## src/rtl/cmos_pixel_packer.sv

```systemverilog
// DVP sensor front end: packs RATIO beats into one pixel in the pclk domain,
// locks to frame start, tracks pixel/line coordinates and flags bad line/frame lengths.
module cmos_pixel_packer #(
  parameter int unsigned IN_W        = 8,
  parameter int unsigned RATIO       = 2,
  parameter int unsigned MSB_FIRST   = 1,
  parameter int unsigned VS_POL      = 1,
  parameter int unsigned SKIP_FRAMES = 0,
  parameter int unsigned H_ACT       = 1280,
  parameter int unsigned V_ACT       = 720,
  parameter int unsigned CNT_W       = 12
) (
  input  logic                  pclk,
  input  logic                  rst_n,
  input  logic                  vs_i,
  input  logic                  de_i,
  input  logic [IN_W-1:0]       pdata_i,
  input  logic                  clr_err_i,
  output logic                  pix_valid_o,
  output logic [IN_W*RATIO-1:0] pix_data_o,
  output logic                  sof_o,
  output logic                  eol_o,
  output logic [CNT_W-1:0]      pix_cnt_o,
  output logic [CNT_W-1:0]      line_cnt_o,
  output logic                  line_err_o,
  output logic                  frame_err_o,
  output logic [1:0]            err_sticky_o,
  output logic                  locked_o
);

  localparam int unsigned PIX_W = IN_W * RATIO;
  localparam int unsigned ACC_W = (RATIO > 1) ? (RATIO - 1) * IN_W : 1;
  localparam int unsigned BC_W  = 2;
  localparam int unsigned SK_W  = 4;
  localparam logic             VS_LVL  = (VS_POL != 0);
  localparam logic [CNT_W-1:0] CNT_MAX = '1;
  localparam logic [CNT_W-1:0] H_CNT   = CNT_W'(H_ACT);
  localparam logic [CNT_W-1:0] H_LAST  = CNT_W'(H_ACT - 1);
  localparam logic [CNT_W-1:0] V_CNT   = CNT_W'(V_ACT);
  localparam logic [BC_W-1:0]  BC_LAST = BC_W'(RATIO - 1);
  localparam logic [SK_W-1:0]  SK_LAST = SK_W'(SKIP_FRAMES);

  typedef enum logic [1:0] {S_IDLE, S_SKIP, S_ACTIVE} state_t;

  state_t            r_state;
  logic              r_vs;
  logic              r_de;
  logic [SK_W-1:0]   r_skip_cnt;
  logic [BC_W-1:0]   r_beat_cnt;
  logic [ACC_W-1:0]  r_acc;
  logic [CNT_W-1:0]  r_px;
  logic [CNT_W-1:0]  r_line;
  logic              r_first_frame;
  logic              r_pix_valid;
  logic [PIX_W-1:0]  r_pix_data;
  logic              r_sof;
  logic              r_eol;
  logic [CNT_W-1:0]  r_pix_cnt;
  logic [CNT_W-1:0]  r_line_cnt;
  logic              r_line_err;
  logic              r_frame_err;
  logic [1:0]        r_err_sticky;
  logic              r_locked;

  logic              w_vs_act;
  logic              w_vs_lead;
  logic              w_de_fall;
  logic              w_active;
  logic              w_beat;
  logic              w_last_beat;
  logic              w_line_end;
  logic [PIX_W-1:0]  w_word;
  logic [ACC_W-1:0]  w_acc_next;

  assign w_vs_act    = ~(vs_i ^ VS_LVL);
  assign w_vs_lead   = w_vs_act & ~r_vs;
  assign w_de_fall   = r_de & ~de_i;
  assign w_active    = (r_state == S_ACTIVE);
  assign w_beat      = w_active & de_i & ~w_vs_act;
  assign w_last_beat = (r_beat_cnt == BC_LAST);
  assign w_line_end  = w_active & w_de_fall & ~w_vs_act;

  // Word as it would look with the current beat included; r_acc keeps earlier beats
  if (RATIO == 1) begin : g_r1
    assign w_word     = pdata_i;
    assign w_acc_next = '0;
  end else if (MSB_FIRST != 0) begin : g_msb
    assign w_word     = {r_acc, pdata_i};
    assign w_acc_next = w_word[ACC_W-1:0];
  end else begin : g_lsb
    assign w_word     = {pdata_i, r_acc};
    assign w_acc_next = w_word[PIX_W-1:IN_W];
  end

  assign pix_valid_o  = r_pix_valid;
  assign pix_data_o   = r_pix_data;
  assign sof_o        = r_sof;
  assign eol_o        = r_eol;
  assign pix_cnt_o    = r_pix_cnt;
  assign line_cnt_o   = r_line_cnt;
  assign line_err_o   = r_line_err;
  assign frame_err_o  = r_frame_err;
  assign err_sticky_o = r_err_sticky;
  assign locked_o     = r_locked;

  always_ff @(posedge pclk or negedge rst_n) begin
    if (!rst_n) begin
      r_state       <= S_IDLE;
      r_vs          <= 1'b0;
      r_de          <= 1'b0;
      r_skip_cnt    <= '0;
      r_beat_cnt    <= '0;
      r_acc         <= '0;
      r_px          <= '0;
      r_line        <= '0;
      r_first_frame <= 1'b0;
      r_pix_valid   <= 1'b0;
      r_pix_data    <= '0;
      r_sof         <= 1'b0;
      r_eol         <= 1'b0;
      r_pix_cnt     <= '0;
      r_line_cnt    <= '0;
      r_line_err    <= 1'b0;
      r_frame_err   <= 1'b0;
      r_err_sticky  <= 2'b00;
      r_locked      <= 1'b0;
    end else begin
      r_vs        <= w_vs_act;
      r_de        <= de_i;
      r_pix_valid <= 1'b0;
      r_sof       <= 1'b0;
      r_eol       <= 1'b0;
      r_line_err  <= 1'b0;
      r_frame_err <= 1'b0;
      // Sticky follows the visible pulses, so a clear in a pulse cycle loses
      r_err_sticky <= (r_err_sticky & ~{2{clr_err_i}}) | {r_frame_err, r_line_err};

      case (r_state)
        S_IDLE: begin
          if (w_vs_lead) begin
            r_px       <= '0;
            r_line     <= '0;
            r_beat_cnt <= '0;
            if (SKIP_FRAMES == 0) begin
              r_state       <= S_ACTIVE;
              r_locked      <= 1'b1;
              r_first_frame <= 1'b1;
            end else begin
              r_state    <= S_SKIP;
              r_skip_cnt <= SK_W'(1);
            end
          end
        end

        S_SKIP: begin
          if (w_vs_lead) begin
            if (r_skip_cnt == SK_LAST) begin
              r_state       <= S_ACTIVE;
              r_locked      <= 1'b1;
              r_first_frame <= 1'b1;
              r_px          <= '0;
              r_line        <= '0;
              r_beat_cnt    <= '0;
            end else begin
              r_skip_cnt <= r_skip_cnt + SK_W'(1);
            end
          end
        end

        S_ACTIVE: begin
          if (w_beat) begin
            r_acc <= w_acc_next;
            if (w_last_beat) begin
              r_beat_cnt <= '0;
              // Words past the active width are counted but never emitted
              if (r_px < H_CNT) begin
                r_pix_valid <= 1'b1;
                r_pix_data  <= w_word;
                r_pix_cnt   <= r_px;
                r_line_cnt  <= r_line;
                r_sof       <= (r_px == '0) && (r_line == '0);
                r_eol       <= (r_px == H_LAST);
              end
              if (r_px != CNT_MAX) r_px <= r_px + CNT_W'(1);
            end else begin
              r_beat_cnt <= r_beat_cnt + BC_W'(1);
            end
          end else if (w_line_end) begin
            r_line_err <= (r_beat_cnt != '0) || (r_px != H_CNT);
            r_beat_cnt <= '0;
            r_px       <= '0;
            if (r_line != CNT_MAX) r_line <= r_line + CNT_W'(1);
          end

          if (w_vs_lead) begin
            r_frame_err   <= ~r_first_frame && (r_line != V_CNT);
            r_first_frame <= 1'b0;
            r_line        <= '0;
            r_px          <= '0;
            r_beat_cnt    <= '0;
          end
        end

        default: begin
          r_state  <= S_IDLE;
          r_locked <= 1'b0;
        end
      endcase
    end
  end

endmodule

```

## config.mk

```make
export PLATFORM = sky130hd
export DESIGN_NAME = cmos_pixel_packer
export DESIGN_NICKNAME = d
export VERILOG_FILES = /design/src/rtl/cmos_pixel_packer.sv
export SDC_FILE = /design/constraint.sdc
export NUM_CORES = 1
export LEC_CHECK = 0
export CAP_MARGIN = 40
export CORE_UTILIZATION = 55
export CTS_BUF_LIST = sky130_fd_sc_hd__clkbuf_8
export CTS_CLUSTER_DIAMETER = 80
export DETAILED_ROUTE_END_ITERATION = 6
export PLACE_DENSITY = 0.91
export SLEW_MARGIN = 20
export SYNTH_ARGS = -nofsm -noshare
export SYNTH_HDL_FRONTEND = slang
export SYNTH_SLANG_ARGS = --single-unit
export TNS_END_PERCENT = 5
```

## constraint.sdc

```tcl
create_clock -name pclk -period 4.3 [get_ports pclk]
set_input_delay 0.86 -clock pclk [delete_from_list [all_inputs] [get_ports pclk]]
set_output_delay 0.86 -clock pclk [all_outputs]
set_load 0.01 [all_outputs]
```

==> results.md <==
* Number of clock sinks at 85
* Mapped Area at 4030 um^2
* Root Buffer: sky130_fd_sc_hd__clkbuf_8
* Count of port buffers added during placement at 60
* Area of the die at 7660 um^2
* Share of layout cells above drive strength 1 at 17.3%
* Final-layout fill cell count at 468
* Top_reg_cell synth: sky130_fd_sc_hd__dfrtp_1
* Number of buffers created by CTS at 9
* Wirelength, routed at 8730 um
* Hold buffers post-CTS at 0
* Share of the core filled with cells at 70.6%
* Critical Path Sink Type: register
* First-pass iteration count of the detailed router at 4
* Total number of yosys warnings at 0
* CORE AREA at 6940 um^2
* Met2 Routed Length at 4240 um
* Row Count at 30
* Hold violation total from the final report at 0
* Maximum buffer depth of the clock tree at 2
* First DRT Iteration DRCs at 240
* Sum of negative setup slack at 0 ns
* Layout overhead on the synthesized area at 21.9%
* Vias per cell at 5.96
* Clock-pin transition on the worst setup and hold timing paths at 0.08 ns
* Crit-path max cell delay at 0.59 ns
* Clock tree from TritonCTS: yes
* Static Leak at 2.33 nW
* Fraction of power consumed by combinational cells at 18.7%
* Most repeated cell in the gate-level netlist after synthesis: sky130_fd_sc_hd__dfrtp_1
* All-Layer GR Usage at 24.6%
* Worst slew margin at 51.2%
* Worst setup slack after layout at 1.59 ns
* Distinct cells, synth at 56
* Global-route wire length before repair at 14200 um
* Area after detailed placement at 4660 um^2
* Synthesized netlist net count at 351
* Register cell area after layout at 2130 um^2
* Setup repair after global routing missed its margin: false
* DRC at 0
* Fraction of synthesis flops using an asynchronous set or reset pin at 100%
* Slew @ Worst Pin at 0.729 ns
* Switching part of the total at 24.7%
* Leading post-synthesis cells by instance count: 85 x sky130_fd_sc_hd__dfrtp_1, 44 x sky130_fd_sc_hd__nand2_1, 37 x sky130_fd_sc_hd__mux2_4
* Maximum number of pins on one net before global-route repair at 53
* Sequential fraction of design power at 47.2%
* Number of synthesized register bits at 85
* Number of H-tree branching levels at 3
* Final non-filler cell area at 4900 um^2
* Slowest cell on the critical path: sky130_fd_sc_hd__clkdlybuf4s50_1
* IO Count at 61
* Series of cell instances along the critical path: clkdlybuf4s50_1 > and3b_1 > buf_4 > nand3_4 > a21o_4 > mux2_1
* Detailed Place HPWL at 5780 um
* Setup slack at placement at 1.20 ns
* Post-route minimum period at 2.71 ns
* Per-instance average area after synthesis at 12.1 um^2
* CP required at 4.54 ns
* Number of setup violations in the final report at 0
* Peak clock frequency supported by timing at 0.368 GHz
* Internal power of the cells at 1.49 mW
* Power Dens Cells at 405 nW/um^2
* Depth of the most critical reg-to-reg path at 6
* Routed metal-1 wirelength at 3810 um
* WL met3 at 504 um
* Number of gates resized after cts at 0
* Antenna-violating nets left at 0
* Crit path DAT at 2.95 ns
* Net count of the finished layout at 406
* Switch Pwr at 491 uW
* Grt ovf at 0
* Share of Yosys cell area claimed by the top area cell type at 52.8%
* Final weighted congestion in routability-driven placement at 0.936
* CP Max Fanout at 41
* Register-to-register setup slack at 2.01 ns
* Biggest area contributors in the synthesized netlist: sky130_fd_sc_hd__dfrtp_1 53%, sky130_fd_sc_hd__mux2_4 14%, sky130_fd_sc_hd__nand2_1 4.1%, sky130_fd_sc_hd__buf_6 1.7%, sky130_fd_sc_hd__nor4_1 1.6%
* Run status: complete, no violations
* Count of pins over their slew limit at 0
* Type of the worst min-delay path: input port to async pin
* Number of antenna violations at the first check in global routing at 0
* Worst IR Drop VDD at 0.285 mV
* Worst R2R Start: r_line[0]
* Routed wire length per instance at 17.8 um
* Number of global-route vias before repair at 2781
* Highest metal layer with signal wires: met4
* Setup skew after layout at 0.00727 ns
* R2R Path End: r_line[1]
* Die X at 87.5 um
* Proportion of synthesized chip area in sequential cells at 52.8%
* Final hold slack at 0.437 ns
* Antenna cells at 0
* Synth area leader: sky130_fd_sc_hd__dfrtp_1
* Instance count of the mapped netlist at 334
* Number of post-CTS setup repair buffers at 0
* Chip height at 87.5 um
* Initial Utilization at 58.0%
* Path type of the worst setup path: input port to register
* Relative contribution of the clock network to total power at 34.1%
* Part of the cycle the worst path needs at 63.1%
* Clock latency of the later-clocked register in the worst-skew pair at 0.36 ns
* Element type at the critical path start: input port
* Number of enable-type register cells in the synthesized netlist at 0
* Max-capacitance violation count at 0
* Area occupied by multi-input gates at 1740 um^2
* Via count of the routed design at 2921
==> layer usage <==
metal | global-route usage [%] | up-vias
li1 | - | 1335
met1 | 32.8 | 1462
met2 | 39.3 | 108
met3 | 6.31 | 16
met4 | 8.79 | 0
met5 | 0 | -
==> area by class of cell <==
class,count,share of cell area (%)
Clock buffer,9,2.53
Clock inverter,7,2.53
Inverter,9,0.689
Multi-Input combinational cell,221,35.4
Sequential cell,85,43.4
Tap cell,96,2.45
Timing Repair Buffer,63,13.1
==> placed cells by master (no fill, tap or decap), drive strengths merged, types with 7 or more instances in the layout <==
cell / count
nand2: 44
dfrtp: 85
o31ai: 8
nor3: 7
nor2: 14
nand3: 11
clkbuf: 9
inv: 9
mux2: 38
a21oi: 7
clkdlybuf4s50: 59
nor4: 12
nand4: 8
==> power groups by stage <==
stage / clock network (mW) / registers [mW] / logic (mW)
after floorplan: 0 / 0.972 / 0.157
after global placement: 0 / 0.947 / 0.358
after detailed placement: 0 / 0.952 / 0.372
after CTS: 0.689 / 0.938 / 0.376
after global routing: 0.727 / 0.948 / 0.401
final: 0.677 / 0.937 / 0.371
==> sequential cells by signal, indices dropped and copies added, names as in the netlist <==
register / count
line_err_o: 1
pix_valid_o: 1
frame_err_o: 1
r_beat_cnt: 2
r_first_frame: 1
pix_cnt_o: 12
eol_o: 1
r_px: 12
r_de: 1
r_acc: 8
line_cnt_o: 12
r_vs: 1
r_line: 12
sof_o: 1
locked_o: 1
err_sticky_o: 2
pix_data_o: 16
==> worst max-delay path: cells and delay by family <==
family	cells	cell delay [ns]
AO/OA/AOI/OAI	1	0.56
buffers and inverters	2	0.79
multiplexers	1	0.39
AND/OR/NAND/NOR	2	0.33
==> per-stage QoR <==
| stage | std cells | total power, mW |
|---|---|---|
| CTS | 490 | 2.00 |
| finish | 490 | 1.99 |
| floorplan | 334 | 1.13 |
| detailed placement | 474 | 1.32 |
| global placement | 472 | 1.31 |
| global route | 490 | 2.08 |
==> worst max-delay path by stage <==
stage	start	to	slack, ns	cells after the start
final	vs_i	pix_data_o[15]	1.59	6
after floorplan	de_i	r_line[5]	2.24	5
after detailed placement	vs_i	pix_data_o[15]	1.20	6
after global placement	vs_i	pix_data_o[15]	1.26	6
after global routing	vs_i	pix_data_o[15]	1.47	6
after CTS	vs_i	pix_data_o[15]	1.57	6
==> cells by family after synthesis <==
family | share of synthesized area [%]
buf+inv | 4.04
simple gates | 17.2
compound gates | 10.3
flops | 52.8
fa+ha+maj | 1.24
mux | 14.3
(Power assumes the default switching activity.)
